### src/rtl/dp_pkg.sv
// Package dp_pkg
// Shared definitions for the sequential dot-product datapath:
//   - clog2 helper used to size the accumulator and the element index
//   - FSM state encodings (IDLE, MUL, DRAIN, OUT)
//   - default operand/result widths
// Optional build macro used elsewhere in this slice: DOT_PRODUCT_RELU_EN
package dp_pkg;

    // Ceiling log2, evaluated at elaboration time for widths.
    function automatic int clog2(input int value);
        int result;
        int v;
        result = 0;
        v = value - 1;
        while (v > 0) begin
            result = result + 1;
            v = v >> 1;
        end
        return result;
    endfunction

    localparam logic [1:0] IDLE  = 2'd0;
    localparam logic [1:0] MUL   = 2'd1;
    localparam logic [1:0] DRAIN = 2'd2;
    localparam logic [1:0] OUT   = 2'd3;

    localparam int DEF_WW = 19;
    localparam int DEF_PW = 10;
    localparam int DEF_OW = 27;

endpackage

### src/rtl/dp_mac_lane.sv
// Module dp_mac_lane
// Single multiply-accumulate lane: a registered signed-weight x unsigned-pixel
// product followed by a wide signed accumulator.
// Ports:
//   clk, rst   clock and asynchronous active-high reset
//   clear      zero the product and accumulator (wins over the enables)
//   mul_en     register wgt * zero-extended pix into the product register
//   acc_en     add the sign-extended product register into the accumulator
//   wgt, pix   current operand pair
//   acc        accumulator value
module dp_mac_lane
    import dp_pkg::*;
#(
    parameter int WW    = DEF_WW,
    parameter int PW    = DEF_PW,
    parameter int ACC_W = WW + PW + 4
) (
    input  logic                    clk,
    input  logic                    rst,
    input  logic                    clear,
    input  logic                    mul_en,
    input  logic                    acc_en,
    input  logic signed [WW-1:0]    wgt,
    input  logic        [PW-1:0]    pix,
    output logic signed [ACC_W-1:0] acc
);

    localparam int PP_W = WW + PW;

    logic signed [PP_W-1:0] wgt_ext;
    logic signed [PP_W-1:0] pix_ext;
    logic signed [PP_W-1:0] prod;

    // Both operands are brought to the product width before multiplying.
    // The pixel gets zero-extension so it is always treated as non-negative;
    // the magnitude of any product fits in PP_W signed bits.
    always_comb begin
        wgt_ext = {{PW{wgt[WW-1]}}, wgt};
        pix_ext = {{WW{1'b0}}, pix};
    end

    // Product register feeds the accumulator one cycle later, so the
    // multiplier and adder never share a combinational path.
    always_ff @(posedge clk or posedge rst) begin
        if (rst) begin
            prod <= '0;
            acc  <= '0;
        end else if (clear) begin
            prod <= '0;
            acc  <= '0;
        end else begin
            if (mul_en) begin
                prod <= wgt_ext * pix_ext;
            end
            if (acc_en) begin
                acc <= acc + {{(ACC_W-PP_W){prod[PP_W-1]}}, prod};
            end
        end
    end

endmodule

### src/rtl/dot_product_seq.sv
// Module dot_product_seq
// Sequential fixed-point dot product of N signed weights and N unsigned
// pixels through one MAC lane, with start/valid handshake, busy flag,
// arithmetic output rescale (SHIFT) and signed saturation to OW bits.
// Build macro: DOT_PRODUCT_RELU_EN -- when defined, negative results are
// clamped to zero after saturation (latency unchanged).
// Ports:
//   clk          rising-edge clock
//   GlobalReset  asynchronous active-high reset, aborts any computation
//   start        request, only accepted while busy is low
//   wgt_flat     N weights, element i at [i*WW +: WW]
//   pix_flat     N pixels, element i at [i*PW +: PW]
//   busy         high while a computation is in flight
//   valid        one-cycle pulse when value is updated
//   value        signed result, held until the next valid
module dot_product_seq
    import dp_pkg::*;
#(
    parameter int N     = 10,
    parameter int WW    = DEF_WW,
    parameter int PW    = DEF_PW,
    parameter int OW    = DEF_OW,
    parameter int SHIFT = 0,
    parameter int ACC_W = WW + PW + clog2(N)
) (
    input  logic                 clk,
    input  logic                 GlobalReset,
    input  logic                 start,
    input  logic [N*WW-1:0]      wgt_flat,
    input  logic [N*PW-1:0]      pix_flat,
    output logic                 busy,
    output logic                 valid,
    output logic signed [OW-1:0] value
);

    localparam int IW = clog2(N);
    localparam int EW = ((ACC_W > OW) ? ACC_W : OW) + 1;
    localparam logic signed [EW-1:0] SAT_MAX = {{(EW-OW+1){1'b0}}, {(OW-1){1'b1}}};
    localparam logic signed [EW-1:0] SAT_MIN = {{(EW-OW+1){1'b1}}, {(OW-1){1'b0}}};

    logic [1:0]              state;
    logic [IW-1:0]           index;
    logic [N*WW-1:0]         wgt_reg;
    logic [N*PW-1:0]         pix_reg;
    logic signed [WW-1:0]    wgt_sel;
    logic [PW-1:0]           pix_sel;
    logic                    last;
    logic                    lane_clear;
    logic                    lane_mul_en;
    logic                    lane_acc_en;
    logic signed [ACC_W-1:0] acc;
    logic signed [ACC_W-1:0] shifted;
    logic signed [EW-1:0]    shifted_ext;
    logic signed [OW-1:0]    saturated;
    logic signed [OW-1:0]    result;

    assign busy = (state != IDLE);

    // Operand pair for the current element, taken from the registered copy
    // so input changes after the start edge cannot disturb the result.
    always_comb begin
        wgt_sel = wgt_reg[index*WW +: WW];
        pix_sel = pix_reg[index*PW +: PW];
        last    = (index == IW'(N - 1));
    end

    // Lane control: products are formed throughout MUL; accumulation lags by
    // one cycle, so it starts at the second MUL cycle and finishes in DRAIN.
    always_comb begin
        lane_clear  = (state == IDLE) && start;
        lane_mul_en = (state == MUL);
        lane_acc_en = ((state == MUL) && (index != '0)) || (state == DRAIN);
    end

    dp_mac_lane #(
        .WW    (WW),
        .PW    (PW),
        .ACC_W (ACC_W)
    ) u_mac_lane (
        .clk    (clk),
        .rst    (GlobalReset),
        .clear  (lane_clear),
        .mul_en (lane_mul_en),
        .acc_en (lane_acc_en),
        .wgt    (wgt_sel),
        .pix    (pix_sel),
        .acc    (acc)
    );

    // Control FSM: latch operands on start, walk the index through all N
    // elements, one drain cycle for the last product, one output cycle.
    always_ff @(posedge clk or posedge GlobalReset) begin
        if (GlobalReset) begin
            state   <= IDLE;
            index   <= '0;
            wgt_reg <= '0;
            pix_reg <= '0;
        end else begin
            case (state)
                IDLE: begin
                    if (start) begin
                        wgt_reg <= wgt_flat;
                        pix_reg <= pix_flat;
                        index   <= '0;
                        state   <= MUL;
                    end
                end
                MUL: begin
                    if (last) begin
                        index <= '0;
                        state <= DRAIN;
                    end else begin
                        index <= index + 1'b1;
                    end
                end
                DRAIN: begin
                    state <= OUT;
                end
                OUT: begin
                    state <= IDLE;
                end
                default: begin
                    state <= IDLE;
                end
            endcase
        end
    end

    // Output arithmetic: floor-rounding rescale, then clamp into OW signed.
    // The shifted sum is widened one bit beyond both widths so the limit
    // comparisons work whether ACC_W is wider or narrower than OW.
    always_comb begin
        shifted     = acc >>> SHIFT;
        shifted_ext = {{(EW-ACC_W){shifted[ACC_W-1]}}, shifted};
        if (shifted_ext > SAT_MAX) begin
            saturated = SAT_MAX[OW-1:0];
        end else if (shifted_ext < SAT_MIN) begin
            saturated = SAT_MIN[OW-1:0];
        end else begin
            saturated = shifted_ext[OW-1:0];
        end
`ifdef DOT_PRODUCT_RELU_EN
        result = saturated[OW-1] ? '0 : saturated;
`else
        result = saturated;
`endif
    end

    // Result register: captured on leaving OUT, which is also the edge that
    // drops busy, so a start in the valid cycle is accepted immediately.
    always_ff @(posedge clk or posedge GlobalReset) begin
        if (GlobalReset) begin
            valid <= 1'b0;
            value <= '0;
        end else begin
            valid <= (state == OUT);
            if (state == OUT) begin
                value <= result;
            end
        end
    end

endmodule
### config.mk
export PLATFORM = sky130hd
export DESIGN_NAME = dot_product_seq
export DESIGN_NICKNAME = d
export VERILOG_FILES = /design/src/rtl/dp_pkg.sv /design/src/rtl/dp_mac_lane.sv /design/src/rtl/dot_product_seq.sv
export SDC_FILE = /design/constraint.sdc
export NUM_CORES = 2
export LEC_CHECK = 0
export CAP_MARGIN = 10
export CORE_ASPECT_RATIO = 0.8
export CORE_MARGIN = 3
export CORE_UTILIZATION = 40
export DETAILED_ROUTE_END_ITERATION = 8
export GPL_TIMING_DRIVEN = 1
export SYNTH_ARGS = -nofsm -noshare
export SYNTH_HDL_FRONTEND = slang
export SYNTH_HIERARCHICAL = 1
export SYNTH_SLANG_ARGS = --single-unit
### constraint.sdc
create_clock -name clk -period 28 [get_ports clk]
set_input_delay 5.6 -clock clk [delete_from_list [all_inputs] [get_ports clk]]
set_output_delay 5.6 -clock clk [all_outputs]
set_load 0.01 [all_outputs]
; ---- Word-level counts from Yosys, hierarchy flattened
; Cells that the tools add are included.
[classes]
eq_ne = 6
addsub = 2
mux = 12
n_shift = 2
mul = 3
order_cmp = 2
reduce_logical = 12
[op_table]
columns = op, count
row1 = $shiftx A190 B10 Y19, 1
row2 = $shiftx A100 B9 Y10, 1
row3 = $mux W33, 2
row4 = $mux W29, 2
row5 = $mux W27, 2
row6 = $add A33 B33 Y33, 1
row7 = $gt A33 B27 Y1 const B, 1
row8 = $lt A33 B27 Y1 const B, 1
row9 = $mul A19 B11 Y29, 1
row10 = $mul A4 B5 Y9 const B, 1
row11 = $mux W4, 2
row12 = $pmux W2 S4, 1
row13 = $pmux W4 S2, 1
row14 = $reduce_bool A2 Y1, 4
row15 = $mul A4 B3 Y7 const B, 1
row16 = $reduce_and A2 Y1, 3
row17 = $add A4 B1 Y4 const B, 1
row18 = $eq A2 B2 Y1 const B, 2
row19 = $eq A4 B4 Y1 const B, 1
row20 = $mux W2, 2
row21 = $ne A2 B2 Y1 const B, 2
row22 = $reduce_bool A4 Y1, 1
row23 = $eq A2 B1 Y1 const B, 1
row24 = $logic_and A1 B1 Y1, 2
row25 = 2 further kinds, 2
[totals]
elab_cells = 47
out_inout_bits = 29
regBits = 386
inputBits = 293

; ---- Longest topological paths before layout
[depth]
ltp_word = 5
depth_mapped = 29
ltp_nobuf = 24

; ---- By module
; The synthesis kept the hierarchy.
[modules_own_cells]
columns = module, cells_per_inst, seq_area_each_um2, instances, area_per_inst_um2
row1 = dot_product_seq, 1026, 8107.8, 1, 15000.6
row2 = dp_mac_lane, 1244, 1551.5, 1, 10988.0

; ---- Worst setup path before layout
; OpenSTA, ideal clock, no wires.
[synth_path]
kind = input to register
start = in start
end = reg u_mac_lane.acc[0]
arrival_ps = 7078
path_buffers = 5
stages = 7
setup_time_ps = 132
slack_ps = 20791
t_required_ps = 27868
path_cell_list = and2_0 -> buf_2 -> buf_2 -> clkbuf_1 -> buf_1 -> buf_1 -> nor2_1
[synth_via]
elab_chain_len = 2
elab_cells_between_ends = 3
cone_classes = mux: 1 / reduce/logical: 2
[synth_rtl]
columns = item, line_no
row1 = from (decl), dot_product_seq.sv:28  ; input logic start,
row2 = $logic_and A1 B1 Y1 *, dot_product_seq.sv:70  ; lane_clear = (state == IDLE) && start;
row3 = net lane_clear, dot_product_seq.sv:48  ; logic lane_clear;
row4 = $mux W33 / $reduce_bool A2 Y1 (equally long branches), --
row5 = to (signal assigned), dp_mac_lane.sv:56  ; acc <= acc + {{(ACC_W-PP_W){prod[PP_W-1]}}, prod};
row6 = to (decl), dp_mac_lane.sv:25  ; output logic signed [ACC_W-1:0] acc
; The timed path passes the listed nets; every way through them passes the cells marked *.
; A chain may end at the register's enable or synchronous reset.

; ---- Worst setup path after layout
[layout_path]
start = in start
end = reg u_mac_lane.acc[18]
[layout_via]
elab_chain_len = 2
elab_cells_between_ends = 3
cone_classes = mux: 1 / reduce/logical: 2
[layout_rtl]
columns = item, line_no
row1 = $logic_and A1 B1 Y1 *, dot_product_seq.sv:70
row2 = $mux W33 / $reduce_bool A2 Y1 (equally long branches), --
; Every way passes the cells marked *; elsewhere a longest branch is shown, timed or not.

==> results.sh <==
export IMPL_hp_class="reg2reg"
export IMPL_cap_violations=0
export IMPL_placed_area_sq_mm=0.0298
export IMPL_io_buffers=321
export IMPL_worstMarginPinSlew_ns=1.26
export IMPL_hold_viol=0
export IMPL_hold_buffers=0
export IMPL_grt_max_degree=173
export IMPL_clk_latency_ns=0.60
export IMPL_cts_buffer_depth=3
export IMPL_ys_top_cells_by_area="dfrtp_1, mux2_2, fa_1"
export IMPL_hpwl_mm=51.3
export IMPL_dieArea_sq_mm=0.0681
export IMPL_cts_setup_buffers=0
export IMPL_cts_root_buffer="clkbuf_16"
export IMPL_synth_edf_count=0
export IMPL_gp_congestion=0.867
export IMPL_drc=0
export IMPL_grt_overflow_total=0
export IMPL_clk_pin_slew_ns=0.06
export IMPL_mostFrequentLayoutCell="dfrtp_1"
export IMPL_num_vias=18200
export IMPL_fmax_mhz=112
export IMPL_groute_usage_overall_pct=20.0
export IMPL_wirelength_mm=68.6
export IMPL_postSynthAreaPerCell_sq_um=11.4
export IMPL_drt_iter0_markers=978
export IMPL_synth_flop_cell="dfrtp_1"
export IMPL_syn_area_sq_mm=0.0260
export IMPL_ys_types=77
export IMPL_synth_top_cell_area_share_pct=37.2
export IMPL_rsz0062_at_grt="false"
export IMPL_h_tree_depth=2
export IMPL_final_cell_area_sq_mm=0.0313
export IMPL_netlist_instances=2270
export IMPL_post_route_period_util_pct=31.8
export IMPL_nNetsFinal=3073
export IMPL_path_buf_inv=3
export IMPL_wl_per_cell_um=20.1
export IMPL_syn_nets=2833
export IMPL_drtPass1Iterations=5
export IMPL_cts_tree="yes"
export IMPL_finalSetupTns_ns=0
export IMPL_outcome="completed"
export IMPL_relSlewSlack_pct=16.2
export IMPL_cp_cell_sequence="clkdlybuf4s50_1, and2_4, buf_4, buf_4, nor2_1, a221o_1"
export IMPL_ys_warn_count=6
export IMPL_cp_arrival_ns=9.35
export IMPL_cts_resized=0
export IMPL_largest_reg_flops=190
export IMPL_final_layout_size_suffix_gt1_share_pct=18.9
export IMPL_num_io_pins=322
export IMPL_vias_per_cell=5.33
export IMPL_maxSlewViolCount=0
export IMPL_rows=82
export IMPL_slowest_delay_ns=0.86
export IMPL_synth_seq_cells=386
export IMPL_slowest_stage="buf_4"
export IMPL_post_route_min_period_ns=8.89
export IMPL_numCtsBuffers=44
export IMPL_cp_required_ns=28.46
export IMPL_core_area_sq_mm=0.0635
export IMPL_path_common_cell="buf_4"
export IMPL_start_util_pct=40.9
export IMPL_grt_pass1_wl_mm=108
export IMPL_async_reset_ff_share_pct=100
export IMPL_start_kind="input port"
export IMPL_ys_seq_area_share_pct=37.2
export IMPL_antenna_found_initial=32
export IMPL_die_w_um=291
export IMPL_synth_top_area_cell="dfrtp_1"
export IMPL_setup_viol=0
export IMPL_syn_to_final_growth_pct=20.3
export IMPL_crit_fanout=81
export IMPL_grt_pass1_vias=19200
export IMPL_cpLargestDelayFamily="buffers and inverters"
export IMPL_ant_nets=0
export IMPL_path_class="in2reg"
export IMPL_fin_skew_ns=0.0419
export IMPL_final_cell_mix="dfrtp_1, mux2_2, clkdlybuf4s50_1"
export IMPL_cp_end_kind="register"
export IMPL_die_h_um=234
export IMPL_cts_sinks=386
-- cell type report --
class,count,area [sq um]
Fill cell,5576,32200
Antenna cell,20,50.0
Clock buffer,61,1220
Timing Repair Buffer,340,3370
Clock inverter,20,231
Sequential cell,386,9670
Multi-Input combinational cell,1476,14700
Tap cell,840,1050
Inverter,262,991
-- per-layer routing --
layer	global-route usage [%]	up-vias	part of all wire [%]
li1	-	8337	-
met1	26.9	9200	45
met2	31.9	471	46
met3	5.08	127	6.3
met4	6.86	22	2.6
met5	0	-	0.23
-- per-stage QoR --
stage                     cells  hold slack (ns)  setup WS, ns  util (%)
after global routing       3401            0.515         18.95      49.2
after detailed placement   3304            0.490         18.56      46.9
after global placement     3304            0.484         18.66      46.9
after floorplan            2270            0.475         13.43         -
final                      3405            0.501         19.11      49.2
after CTS                  3385            0.503         19.17      49.1
-- cell usage after synthesis (all sizes together) (5+ instances only) --
master,n
dfrtp,386
mux2,322
inv,261
fa,167
nand2,138
ha,103
mux2i,94
and2,86
nor2,83
clkbuf,78
buf,68
o22ai,57
a21oi,53
xnor2,33
o21ai,31
a221o,30
a31oi,29
mux4,29
o41ai,28
a21o,27
nand3,16
xor2,16
a211oi,14
nand4,14
nor2b,9
nand2b,7
o211ai,6
o21a,6
nor3,5
-- worst paths after layout --
| check | from | to | slack, ns | cells past startpoint |
|---|---|---|---|---|
| setup reg to reg | index[1] | u_mac_lane/prod[22] | 19.64 | 23 |
| hold reg to reg | pix_reg[67] | pix_reg[67] | 0.50 | 1 |
| min in group asynchronous | GlobalReset | value[2] | 5.56 | 2 |
| setup / recovery | start | u_mac_lane/acc[18] | 19.11 | 6 |
| hold / removal | pix_reg[67] | pix_reg[67] | 0.50 | 1 |
| max in group asynchronous | GlobalReset | index[1] | 20.94 | 3 |
-- cell families (layout without fill, tap and decap cells) --
logic type	count (synthesis)	after routing	share of synthesized area (%)
other cells	0	20	0
compound gates	321	321	9.48
flops	386	386	37.2
buf+inv	408	683	6.41
simple gates	391	391	7.39
xor+xnor	49	49	1.65
mux	445	445	20.1
fa+ha+maj	270	270	17.8
Power is left out: the tool's default activity adds up to more than one toggle a clock period on the data nets, which glitch-free logic cannot reach.
